**config.mk**
```make
export PLATFORM = sky130hd
export DESIGN_NAME = rom_arbiter_flat
export DESIGN_NICKNAME = d
export VERILOG_FILES = /design/src/rtl/rom_arbiter_if.sv /design/src/rtl/rom_arbiter.sv /design/src/flat_wrapper.sv
export SDC_FILE = /design/constraint.sdc
export NUM_CORES = 1
export LEC_CHECK = 0
export ABC_AREA = 1
export CAP_MARGIN = 40
export CORE_ASPECT_RATIO = 0.5
export CORE_UTILIZATION = 41
export DETAILED_ROUTE_END_ITERATION = 6
export GPL_TIMING_DRIVEN = 0
export PLACE_DENSITY = 0.8
export SLEW_MARGIN = 20
export SYNTH_ARGS = -nofsm -noshare
export SYNTH_HDL_FRONTEND = slang
export SYNTH_SLANG_ARGS = --single-unit
```
**constraint.sdc**
```tcl
create_clock -name clk -period 1.95 [get_ports clk]
set_input_delay 0.2925 -clock clk [delete_from_list [all_inputs] [get_ports clk]]
set_output_delay 0.2925 -clock clk [all_outputs]
set_load 0.1 [all_outputs]
```
**src/rtl/rom_arbiter_if.sv**
```systemverilog
// Bus bundle between the mapper's three memory clients, the arbiter and the external memory port.
// The arbiter takes the slave view; the client/memory environment takes the master view.
interface rom_arbiter_if;
    logic [20:0] promaddr;
    logic        promreq;
    logic [7:0]  promdata;
    logic        promack;

    logic [20:0] cromaddr;
    logic        cromreq;
    logic [7:0]  cromdata;
    logic        cromack;

    logic [12:0] chrramaddr;
    logic        chrramreq;
    logic        chrramwr;
    logic [7:0]  chrramwdata;
    logic [7:0]  chrramrdata;
    logic        chrramack;

    logic        mreq;
    logic [22:0] maddr;
    logic        mwr;
    logic [7:0]  mwdata;
    logic [7:0]  mrdata;
    logic        mack;

    modport slave (
        input  promaddr, promreq, cromaddr, cromreq,
        input  chrramaddr, chrramreq, chrramwr, chrramwdata,
        input  mrdata, mack,
        output promdata, promack, cromdata, cromack, chrramrdata, chrramack,
        output mreq, maddr, mwr, mwdata
    );

    modport master (
        output promaddr, promreq, cromaddr, cromreq,
        output chrramaddr, chrramreq, chrramwr, chrramwdata,
        output mrdata, mack,
        input  promdata, promack, cromdata, cromack, chrramrdata, chrramack,
        input  mreq, maddr, mwr, mwdata
    );
endinterface

```
**src/rtl/rom_arbiter.sv**
```systemverilog
// Serialises PRG ROM, CHR ROM and CHR RAM clients onto one external memory port.
// CHR traffic wins by default; a starvation counter forces PRG after STARVE_MAX CHR grants.
module rom_arbiter #(
    parameter int          STARVE_MAX  = 3,
    parameter logic [22:0] CHRRAM_BASE = 23'h400000
) (
    input logic          clk,
    input logic          reset,
    rom_arbiter_if.slave bus
);

    typedef enum logic [1:0] {IDLE, ISSUE, DONE} state_t;
    typedef enum logic [1:0] {CL_PRG, CL_CROM, CL_CHRRAM} client_t;

    localparam int            CW         = (STARVE_MAX < 1) ? 1 : $clog2(STARVE_MAX + 1);
    localparam logic [CW-1:0] STARVE_LIM = CW'(STARVE_MAX);

    state_t        state, state_nx;
    client_t       winner, winner_nx;
    logic [CW-1:0] starve_cnt, starve_nx;
    logic [22:0]   maddr_q, maddr_nx;
    logic          mwr_q, mwr_nx;
    logic [7:0]    mwdata_q, mwdata_nx;
    logic [7:0]    promdata_q, cromdata_q, chrramrdata_q;
    logic          force_prg;

    assign force_prg = bus.promreq && (starve_cnt >= STARVE_LIM);

    // NOTE: every variable gets a default before the case so no path leaves it unassigned (no latch).
    always_comb begin
        state_nx  = state;
        winner_nx = winner;
        maddr_nx  = maddr_q;
        mwr_nx    = mwr_q;
        mwdata_nx = mwdata_q;
        starve_nx = starve_cnt;
        case (state)
            IDLE: begin
                if (bus.promreq || bus.cromreq || bus.chrramreq) begin
                    state_nx = ISSUE;
                    if (force_prg || !(bus.cromreq || bus.chrramreq)) begin
                        winner_nx = CL_PRG;
                        maddr_nx  = {2'b00, bus.promaddr};
                        mwr_nx    = 1'b0;
                        mwdata_nx = 8'h00;
                    end else if (bus.cromreq) begin
                        winner_nx = CL_CROM;
                        maddr_nx  = {2'b01, bus.cromaddr};
                        mwr_nx    = 1'b0;
                        mwdata_nx = 8'h00;
                    end else begin
                        winner_nx = CL_CHRRAM;
                        maddr_nx  = CHRRAM_BASE + {10'd0, bus.chrramaddr};
                        mwr_nx    = bus.chrramwr;
                        mwdata_nx = bus.chrramwdata;
                    end
                    // Only a CHR grant that overtakes a waiting PRG request counts toward starvation.
                    if (winner_nx == CL_PRG || !bus.promreq)
                        starve_nx = '0;
                    else if (starve_cnt < STARVE_LIM)
                        starve_nx = starve_cnt + CW'(1);
                end
            end
            ISSUE:   if (bus.mack) state_nx = DONE;
            DONE:    state_nx = IDLE;
            default: state_nx = IDLE;
        endcase
    end

    // NOTE: sequential state uses non-blocking assignments so all registers update from pre-edge values.
    always_ff @(posedge clk or posedge reset) begin
        if (reset) begin
            state      <= IDLE;
            winner     <= CL_PRG;
            starve_cnt <= '0;
            maddr_q    <= '0;
            mwr_q      <= 1'b0;
            mwdata_q   <= '0;
        end else begin
            state      <= state_nx;
            winner     <= winner_nx;
            starve_cnt <= starve_nx;
            maddr_q    <= maddr_nx;
            mwr_q      <= mwr_nx;
            mwdata_q   <= mwdata_nx;
        end
    end

    // Per-client read data holds until that client's next completed access.
    always_ff @(posedge clk or posedge reset) begin
        if (reset) begin
            promdata_q    <= '0;
            cromdata_q    <= '0;
            chrramrdata_q <= '0;
        end else if (state == ISSUE && bus.mack) begin
            case (winner)
                CL_PRG:    promdata_q    <= bus.mrdata;
                CL_CROM:   cromdata_q    <= bus.mrdata;
                CL_CHRRAM: chrramrdata_q <= bus.mrdata;
                default:   ;
            endcase
        end
    end

    assign bus.mreq        = (state == ISSUE);
    assign bus.maddr       = maddr_q;
    assign bus.mwr         = mwr_q;
    assign bus.mwdata      = mwdata_q;
    assign bus.promdata    = promdata_q;
    assign bus.cromdata    = cromdata_q;
    assign bus.chrramrdata = chrramrdata_q;
    assign bus.promack     = (state == DONE) && (winner == CL_PRG);
    assign bus.cromack     = (state == DONE) && (winner == CL_CROM);
    assign bus.chrramack   = (state == DONE) && (winner == CL_CHRRAM);

endmodule

```
**src/flat_wrapper.sv**
```systemverilog
// flat-port wrapper written by rule: the top's interface ports become plain ports
module rom_arbiter_flat 
#(
    parameter int          STARVE_MAX  = 3,
    parameter logic [22:0] CHRRAM_BASE = 23'h400000
)
  (clk, reset, bus_promaddr, bus_promreq, bus_cromaddr, bus_cromreq, bus_chrramaddr, bus_chrramreq, bus_chrramwr, bus_chrramwdata, bus_mrdata, bus_mack, bus_promdata, bus_promack, bus_cromdata, bus_cromack, bus_chrramrdata, bus_chrramack, bus_mreq, bus_maddr, bus_mwr, bus_mwdata);
  rom_arbiter_if bus_i ();
  input logic clk;
  input logic reset;
  input wire logic [$bits(bus_i.promaddr)-1:0] bus_promaddr;
  input wire logic [$bits(bus_i.promreq)-1:0] bus_promreq;
  input wire logic [$bits(bus_i.cromaddr)-1:0] bus_cromaddr;
  input wire logic [$bits(bus_i.cromreq)-1:0] bus_cromreq;
  input wire logic [$bits(bus_i.chrramaddr)-1:0] bus_chrramaddr;
  input wire logic [$bits(bus_i.chrramreq)-1:0] bus_chrramreq;
  input wire logic [$bits(bus_i.chrramwr)-1:0] bus_chrramwr;
  input wire logic [$bits(bus_i.chrramwdata)-1:0] bus_chrramwdata;
  input wire logic [$bits(bus_i.mrdata)-1:0] bus_mrdata;
  input wire logic [$bits(bus_i.mack)-1:0] bus_mack;
  output wire logic [$bits(bus_i.promdata)-1:0] bus_promdata;
  output wire logic [$bits(bus_i.promack)-1:0] bus_promack;
  output wire logic [$bits(bus_i.cromdata)-1:0] bus_cromdata;
  output wire logic [$bits(bus_i.cromack)-1:0] bus_cromack;
  output wire logic [$bits(bus_i.chrramrdata)-1:0] bus_chrramrdata;
  output wire logic [$bits(bus_i.chrramack)-1:0] bus_chrramack;
  output wire logic [$bits(bus_i.mreq)-1:0] bus_mreq;
  output wire logic [$bits(bus_i.maddr)-1:0] bus_maddr;
  output wire logic [$bits(bus_i.mwr)-1:0] bus_mwr;
  output wire logic [$bits(bus_i.mwdata)-1:0] bus_mwdata;
  assign bus_i.promaddr = bus_promaddr;
  assign bus_i.promreq = bus_promreq;
  assign bus_i.cromaddr = bus_cromaddr;
  assign bus_i.cromreq = bus_cromreq;
  assign bus_i.chrramaddr = bus_chrramaddr;
  assign bus_i.chrramreq = bus_chrramreq;
  assign bus_i.chrramwr = bus_chrramwr;
  assign bus_i.chrramwdata = bus_chrramwdata;
  assign bus_i.mrdata = bus_mrdata;
  assign bus_i.mack = bus_mack;
  assign bus_promdata = bus_i.promdata;
  assign bus_promack = bus_i.promack;
  assign bus_cromdata = bus_i.cromdata;
  assign bus_cromack = bus_i.cromack;
  assign bus_chrramrdata = bus_i.chrramrdata;
  assign bus_chrramack = bus_i.chrramack;
  assign bus_mreq = bus_i.mreq;
  assign bus_maddr = bus_i.maddr;
  assign bus_mwr = bus_i.mwr;
  assign bus_mwdata = bus_i.mwdata;
  rom_arbiter #(.STARVE_MAX(STARVE_MAX), .CHRRAM_BASE(CHRRAM_BASE)) u_core (.clk(clk), .reset(reset), .bus(bus_i));
endmodule
```
==> results of run 1 <==
sequential cells by signal (all words and copies together), names as in the netlist:
name / count
u_core.bus.mwr: 1
u_core.bus.mwdata: 8
u_core.state: 2
u_core.bus.maddr: 23
u_core.bus.cromdata: 8
u_core.bus.promdata: 8
u_core.starve_cnt: 2
u_core.bus.chrramrdata: 8
metrics by stage:
step,TNS (ns),std cells,hold slack [ns],setup slack (ns)
2_1_floorplan,0,419,0.379,0.0407
3_3_place_gp,-55.85,648,0.453,-1.09
3_5_place_dp,-0.0428,709,0.469,-0.0364
4_1_cts,0,722,0.333,0.0762
5_1_grt,0,722,0.350,0.0527
6_report,0,722,0.321,0.0773
routing by layer:
metal	vias to the layer above	global-route usage [%]	part of all wire [%]
met1	1604	33.6	39
met5	-	0	0
met2	152	59.9	51
li1	1675	-	-
met4	0	14.5	2.6
met3	30	9.76	6.9
worst paths after layout:
path,start,endpoint,slack (ns),depth (start not counted)
worst min register to register,u_core.bus.maddr[4]$_DFFE_PP0P_,u_core.bus.maddr[4]$_DFFE_PP0P_,0.48,2
worst min-delay path,reset,u_core.bus.mwdata[2]$_DFFE_PP0P_,0.32,2
worst max-delay path,u_core.bus.maddr[22]$_DFFE_PP0P_,bus_maddr[22],0.08,3
min in group clk,u_core.bus.maddr[4]$_DFFE_PP0P_,u_core.bus.maddr[4]$_DFFE_PP0P_,0.48,2
worst max register to register,u_core.starve_cnt[0]$_DFFE_PP0P_,u_core.bus.maddr[18]$_DFFE_PP0P_,0.24,9
max in group asynchronous,reset,u_core.bus.maddr[22]$_DFFE_PP0P_,1.12,3
final cells by class:
cell class | instances | area (um^2) | area share, %
inverter | 27 | 104 | 1.81
clock inverter | 7 | 75.1 | 1.31
multi-input combinational | 315 | 1300 | 22.6
clock buffer | 9 | 225 | 3.92
sequential | 60 | 1510 | 26.2
tap | 92 | 115 | 2.00
timing repair buffer | 195 | 2340 | 40.8
buffer | 17 | 76.3 | 1.33
cells in the mapped netlist:
master    number  area [um^2]
a21oi_4        1         16.3
buf_2         10         50.1
clkbuf_1       7         26.3
dfrtp_1       60         1500
ha_1           1         12.5
inv_1         25         93.8
inv_2          2         7.51
nand2_1      264          991
nand3_1        2         10.0
nand3b_1       1         7.51
nand4_1        1         6.26
nor2_1        17         63.8
nor2_2         1         6.26
nor3_1         1         5.00
o21ai_0       25          125
o31ai_1        1         7.51
timing repair:
action | 4_1_cts | 5_1_grt
endpoints found under the hold margin | 0 | 0
setup buffers | 1 | 0
resized for setup | 11 | 0
hold buffers | 0 | 0
endpoints found under the setup margin | 4 | 0
critical path: cells and delay by family (launching register included):
kind / cells / cell delay, ns
buf+inv: 3 / 0.88
flops: 1 / 0.36
kinds of logic (layout without fill, tap and decap cells):
logic type | after synthesis | in the layout | synth area share, %
DFF | 60 | 60 | 51.2
adders and majority gates | 1 | 1 | 0.427
buffers and inverters | 44 | 255 | 6.06
AOI/OAI and AO/OA | 27 | 27 | 5.08
and+or+nand+nor | 287 | 287 | 37.2
==> flow_metrics.py, run 1 <==
metrics = {
    "routing": {
        "first_iter_violations": 224,
        "routed_via_density": 4.79,
        "drtPass1Iterations": 5,
        "wire_per_inst_um": 15.3,
        "wirelength_um": 11100,
        "antenna_left": 0,
        "vias": 3461,
        "drc": 0,
    },
    "job": {
        "drv_cap": 0,
    },
    "sta": {
        "timing.final.crit_share_pct": 96.0,
        "tightest_slew_ns": 0.520,
        "fin_crit_ns": 1.87,
        "worst_clock_skew_ns": 0.0140,
        "slew_viol_final": 0,
        "rsz0062_at_grt": "no",
        "maxSlewHeadroom_pct": 65.2,
        "clock.fmax_mhz": 534,
        "finalSetupViolCount": 0,
        "hold_viol": 0,
    },
    "clock_tree": {
        "clock_latency_ns": 0.34,
        "cts_tree": "done",
        "clkTransAtPathRegs_ns": 0.07,
        "htreeDepth": 3,
        "clock-root-buffer": "clkbuf_16",
        "clockBufferDepth": 2,
        "cts_made_buffers": 9,
        "clock_sinks": 60,
    },
    "grt": {
        "grt_first_pass_wirelength_um": 17400,
        "antenna_found_initial": 0,
        "grt_pass1_vias": 3644,
        "grt_max_degree": 32,
        "grt.total_usage_pct": 31.5,
        "overflow": 0,
    },
    "final_layout": {
        "area_growth_pct": 96.0,
        "final_common_cell": "nand2_1",
        "antenna_cells": 0,
        "final_core_util_pct": 84.4,
        "fin_nets": 704,
        "fin_area_mm2": 0.00574,
        "n_fill_cell": 347,
        "drive_above_1_share_pct": 16.3,
        "mostFrequentLayoutCells": "nand2_1 (261), clkdlybuf4s50_1 (133), dfrtp_1 (57)",
    },
    "synth": {
        "synth-seq-cells": 60,
        "synthDistinctLibCells": 16,
        "syn_area_mm2": 0.00293,
        "ys_warn_count": 0,
        "syn_area_per_cell_um2": 6.99,
        "syn_nets": 498,
        "yosysSeqAreaShare_pct": 51.2,
        "syn_inst": 419,
    },
    "die": {
        "die_y_um": 61.8,
        "core_area_mm2": 0.00681,
        "die_area_mm2": 0.00751,
        "io_pins": 138,
        "die_w_um": 122,
        "rows": 21,
        "initial_core_util_pct": 43.1,
    },
    "outcome": {
        "status": "finished clean",
    },
    "critical_path": {
        "worstPathRequired_ns": 1.66,
        "critPathKind": "register to output port",
        "cp_max_fo": 4,
        "cp-start-kind": "register",
        "crit_path_max_incr_delay_ns": 0.53,
        "slowest_stage": "clkdlybuf4s50_1",
        "crit_chain": "buf_4 > clkdlybuf4s50_1 > buf_8",
        "arrival_ns": 1.58,
        "crit_path_end_kind": "output port",
    },
    "min_path": {
        "hp-class": "input pin to async pin",
    },
    "placement": {
        "place_area_mm2": 0.00544,
        "port_buffers": 137,
        "dp_hpwl_um": 7780,
        "gp_congestion": 0.756,
    },
}
Power of run 1 is left out: the tool's default activity adds up to more than one toggle a clock period on the data nets, which glitch-free logic cannot reach.
==> inputs of run 2 (changes only) <==
--- a/config.mk
+++ b/config.mk
@@ -12,7 +12,8 @@
 export DETAILED_ROUTE_END_ITERATION = 6
 export GPL_TIMING_DRIVEN = 0
 export PLACE_DENSITY = 0.8
-export SLEW_MARGIN = 20
+export SETUP_SLACK_MARGIN = 0.5
+export SLEW_MARGIN = 40
 export SYNTH_ARGS = -nofsm -noshare
 export SYNTH_HDL_FRONTEND = slang
 export SYNTH_SLANG_ARGS = --single-unit
==> run 2 against run 1 <==
Against the previous run: worst setup slack better by 0.29 ns; non-clock buffer count is 45 lower; cell area is 16% lower; global-route usage is 7.5 points lower; critical endpoint is now bus_promack; sequential share of layout area is 5.2 points higher; flip-flop and latch count stayed put; register-to-register slack better by 0.23 ns; critical path depth is 1 higher; die area stayed put; hold slack better by 0.024 ns.
==> flow_metrics.py, run 2 (synthesized netlist as in run 1, its figures left out) <==
metrics = {
    "outcome": {
        "status": "finished clean",
    },
    "final_layout": {
        "area_growth_pct": 63.9,
        "seq_area_mm2": 0.00151,
        "final_common_cell": "nand2_1",
        "mostFrequentLayoutCells": "nand2_1 (258), clkdlybuf4s50_1 (76), buf_2 (60)",
        "multi_input_area_mm2": 0.00136,
        "drive_above_1_share_pct": 21.7,
        "antenna_cells": 0,
        "n_fill_cell": 558,
        "fin_nets": 659,
        "largest_reg_flops": 23,
    },
    "sta": {
        "hold-worst-slack_ns": 0.346,
        "tns_ns": 0,
        "finalSetupViolCount": 0,
        "timing.final.crit_share_pct": 81.3,
        "fin_crit_ns": 1.58,
        "slew_viol_final": 0,
        "maxSlewHeadroom_pct": 66.6,
        "hold_viol": 0,
        "tightest_slew_ns": 0.504,
        "worst_clock_skew_ns": 0.00398,
        "clock.fmax_mhz": 631,
        "rsz0062_at_grt": "yes",
    },
    "critical_path": {
        "crit_path_end_kind": "output port",
        "cp_max_fo": 4,
        "worstPathRequired_ns": 1.66,
        "crit_path_max_incr_delay_ns": 0.38,
        "arrival_ns": 1.29,
        "critPathKind": "register to output port",
        "slowest_stage": "dfrtp_1",
        "crit_chain": "inv_2 > nand2_4 > nor3_4 > buf_12",
        "cp-start-kind": "register",
    },
    "placement": {
        "dp_hpwl_um": 6080,
        "gp_congestion": 0.791,
        "port_buffers": 137,
    },
    "clock_tree": {
        "clock-root-buffer": "clkbuf_16",
        "htreeDepth": 3,
        "clkTransAtPathRegs_ns": 0.05,
        "cts_tree": "done",
        "clockBufferDepth": 2,
        "clock_sinks": 60,
        "cts_made_buffers": 9,
        "clock_latency_ns": 0.32,
    },
    "routing": {
        "routed_via_density": 4.56,
        "vias": 3087,
        "wire_per_inst_um": 12.6,
        "first_iter_violations": 194,
        "wirelength_um": 8500,
        "drtPass1Iterations": 4,
        "drc": 0,
        "antenna_left": 0,
    },
    "die": {
        "core_area_mm2": 0.00681,
        "die_w_um": 122,
        "io_pins": 138,
        "initial_core_util_pct": 43.1,
        "die_y_um": 61.8,
        "rows": 21,
        "die_area_mm2": 0.00751,
    },
    "grt": {
        "grt_first_pass_wirelength_um": 13400,
        "grt.total_usage_pct": 24.1,
        "grt_pass1_vias": 2712,
        "antenna_found_initial": 0,
        "grt_max_degree": 22,
        "overflow": 0,
    },
    "min_path": {
        "hp-class": "input pin to async pin",
    },
    "job": {
        "drv_cap": 0,
    },
}
[run 2: changes by cell type in the layout (fill, tap and decap cells not counted), sizes merged]
cell / before / now
clkinv: 1 / 3
clkbuf: 16 / 18
inv: 29 / 28
clkdlybuf4s50: 133 / 76
buf: 72 / 81
clkinvlp: 3 / 2
dlygate4sd2: 0 / 1
[run 2: path summary, 6_finish.rpt]
path / from / slack [ns] / depth (start not counted) / to
max: u_core.state[0]$_DFFE_PP0P_ / 0.37 / 4 / bus_promack
min: reset / 0.35 / 2 / u_core.bus.cromdata[2]$_DFFE_PP0P_
max reg2reg: u_core.state[1]$_DFFE_PP0P_ / 0.47 / 7 / u_core.bus.cromdata[6]$_DFFE_PP0P_
min reg2reg: u_core.bus.mwdata[2]$_DFFE_PP0P_ / 0.47 / 2 / u_core.bus.mwdata[2]$_DFFE_PP0P_
max in group asynchronous: reset / 0.95 / 4 / u_core.bus.maddr[21]$_DFFE_PP0P_
min in group clk: u_core.bus.mwdata[2]$_DFFE_PP0P_ / 0.47 / 2 / u_core.bus.mwdata[2]$_DFFE_PP0P_
[run 2: metal layers]
metal  part of all wire [%]  wire, um  track usage [%]
met1                     44      3750             29.7
met2                     49      4140             41.9
met3                    6.2       529             6.93
met4                    1.1        90             8.11
met5                      0         0                0
[run 2: worst max-delay path, delay by kind of cell, from the launching register on]
family                 cells  cell delay (ns)
DFF                        1             0.38
buffers and inverters      2             0.32
and+or+nand+nor            2             0.26
[run 2: repair_timing]
| action | in CTS | in global routing |
|---|---|---|
| setup endpoints to repair | 38 | 54 |
| resized for setup | 29 | 14 |
| pin swaps | 6 | 7 |
| gates cloned | 0 | 0 |
| hold buffers | 0 | 0 |
| setup buffers | 7 | 4 |
[run 2: through the flow]
| step | worst slack [ns] | instances | util, % | area (um^2) |
|---|---|---|---|---|
| after floorplan | 0.171 | 419 | - | 3030 |
| after global placement | -0.370 | 648 | 66.4 | 4520 |
| after detailed placement | -0.0310 | 650 | 62.8 | 4270 |
| after CTS | 0.347 | 673 | 69.6 | 4730 |
| after global routing | 0.300 | 677 | 70.6 | 4800 |
| final | 0.365 | 677 | 70.6 | 4800 |
[run 2: layout make-up]
| type | count | share of cell area (%) |
|---|---|---|
| timing repair buffer | 150 | 26.9 |
| tap | 92 | 2.40 |
| inverter | 27 | 2.29 |
| clock inverter | 7 | 1.54 |
| sequential | 60 | 31.4 |
| multi-input combinational | 315 | 28.3 |
| clock buffer | 9 | 4.69 |
| buffer | 17 | 2.42 |
Power of run 2 is left out for the same reason.
==> inputs of run 3 (changes only) <==
==> constraint.sdc (replaced) <==
create_clock -name clk -period 1.6 [get_ports clk]
set_input_delay 0.24 -clock clk [delete_from_list [all_inputs] [get_ports clk]]
set_output_delay 0.24 -clock clk [all_outputs]
set_load 0.1 [all_outputs]
==> run 3 against run 2 <==
Against the previous run: critical path depth is 5 higher; non-clock buffer count is 55 higher; hold slack worse by 0.077 ns; final cell count is 8.3% higher; sequential share of layout area is 7.4 points lower; worst setup slack worse by 0.45 ns; largest cell class is now non-clock buffers; the run now ends with negative setup slack left; via count is 45% higher; clock skew is 0.0021 ns higher; routed wire length is 120% higher; count of clock-buffer cells in the layout stayed put; register-to-register slack worse by 0.55 ns; global-route usage is 11 points higher.
==> flow_metrics.py, run 3 (synthesized netlist as in run 1, its figures left out) <==
metrics = {
    "critical_path": {
        "cp-start-kind": "register",
        "critPathKind": "register to register",
        "reg2reg_depth": 9,
        "crit_path_end_kind": "register",
        "arrival_ns": 1.95,
        "worstPathRequired_ns": 1.87,
        "cp_max_fo": 5,
    },
    "final_layout": {
        "mostFrequentLayoutCells": "nand2_1 (203), clkdlybuf4s50_1 (75), buf_12 (64)",
        "final_common_cell": "nand2_1",
        "largest_reg_flops": 23,
        "fin_nets": 715,
        "area_growth_pct": 124,
        "antenna_cells": 0,
        "fin_area_mm2": 0.00655,
        "drive_above_1_share_pct": 48.2,
    },
    "die": {
        "core_area_mm2": 0.00681,
        "die_y_um": 61.8,
        "initial_core_util_pct": 43.1,
        "die_w_um": 122,
        "die_area_mm2": 0.00751,
        "rows": 21,
        "io_pins": 138,
    },
    "routing": {
        "antenna_left": 0,
        "vias": 4482,
        "drc": 0,
        "drtPass1Iterations": 6,
        "wirelength_um": 18300,
        "routed_via_density": 6.11,
        "wire_per_inst_um": 25.0,
        "first_iter_violations": 692,
    },
    "outcome": {
        "violations": "negative setup slack",
        "status": "finished with violations",
    },
    "sta": {
        "timing.final.crit_share_pct": 105,
        "worst_slack_ns": -0.0845,
        "clock.fmax_mhz": 594,
        "rsz0062_at_grt": "yes",
        "maxSlewHeadroom_pct": 64.4,
        "tightest_slew_ns": 0.534,
        "finalSetupViolCount": 7,
        "worst_clock_skew_ns": 0.00606,
        "hold_viol": 0,
        "slew_viol_final": 0,
        "fin_crit_ns": 1.68,
    },
    "clock_tree": {
        "cts_made_buffers": 9,
        "cts_tree": "done",
        "clockBufferDepth": 2,
        "clock_latency_ns": 0.34,
        "clock-root-buffer": "clkbuf_16",
        "clock_sinks": 60,
        "clkTransAtPathRegs_ns": 0.06,
        "htreeDepth": 3,
    },
    "min_path": {
        "hp-class": "input pin to async pin",
    },
    "grt": {
        "grt.total_usage_pct": 34.9,
        "grt_pass1_vias": 3759,
        "grt_first_pass_wirelength_um": 19300,
        "overflow": 0,
        "antenna_found_initial": 0,
        "grt_max_degree": 26,
    },
    "placement": {
        "place_ws_ns": -0.250,
        "port_buffers": 137,
        "place_area_mm2": 0.00437,
        "dp_hpwl_um": 6170,
        "gp_congestion": 0.751,
    },
    "job": {
        "drv_cap": 0,
    },
}
[run 3: final cells by class]
class,count,area (um^2)
Buffer,17,169
Clock buffer,9,225
Clock inverter,7,75.1
Fill cell,134,254
Inverter,27,123
Multi-Input combinational cell,316,1590
Sequential cell,60,1580
Tap cell,92,115
Timing Repair Buffer,205,2680
[run 3: worst max-delay path, stage by stage, from the launching register on]
cell and delay (ns):
dfrtp_2 0.45, buf_6 0.14, inv_2 0.04, nand2_2 0.07, a21oi_4 0.19, buf_6 0.15
buf_6 0.12, buf_6 0.14, nand3b_1 0.15, nand2_1 0.16
[run 3: stage by stage]
step	cells	hold WS, ns	utilization [%]	TNS, ns
global placement	648	0.458	67.9	-23.80
finish	733	0.269	96.3	-0.321
CTS	699	0.242	85.8	0
detailed placement	650	0.461	64.2	-5.74
floorplan	419	0.326	-	-1.61
global route	733	0.305	96.3	-0.827
[run 3: final timing paths]
path                            slack, ns                                 end                               start
max in group asynchronous            0.65     u_core.bus.maddr[1]$_DFFE_PP0P_                               reset
worst max-delay path                -0.08    u_core.starve_cnt[0]$_DFFE_PP0P_         u_core.state[1]$_DFFE_PP0P_
worst min register to register       0.55  u_core.bus.cromdata[6]$_DFFE_PP0P_  u_core.bus.cromdata[6]$_DFFE_PP0P_
worst min-delay path                 0.27  u_core.bus.promdata[0]$_DFFE_PP0P_                               reset
worst max register to register      -0.08    u_core.starve_cnt[0]$_DFFE_PP0P_         u_core.state[1]$_DFFE_PP0P_
min in group clk                     0.51         u_core.state[0]$_DFFE_PP0P_                            bus_mack
[run 3: routing by layer]
| layer | global-route usage (%) | wire length [um] | part of all wire [%] | vias up |
|---|---|---|---|---|
| met1 | 39.9 | 6090 | 33 | 2078 |
| met2 | 61.8 | 8290 | 45 | 517 |
| met4 | 22.0 | 1700 | 9.2 | 0 |
| met3 | 8.76 | 2270 | 12 | 186 |
| li1 | - | - | - | 1701 |
| met5 | 0 | 0 | 0 | - |
[run 3: timing repair]
action | 4_1_cts | 5_1_grt
hold buffers | 0 | 0
cloned | 8 | 2
setup endpoints to repair | 120 | 120
gates resized for setup | 263 | 133
setup buffers | 25 | 32
pin swaps | 17 | 41
Power of run 3 is left out for the same reason.
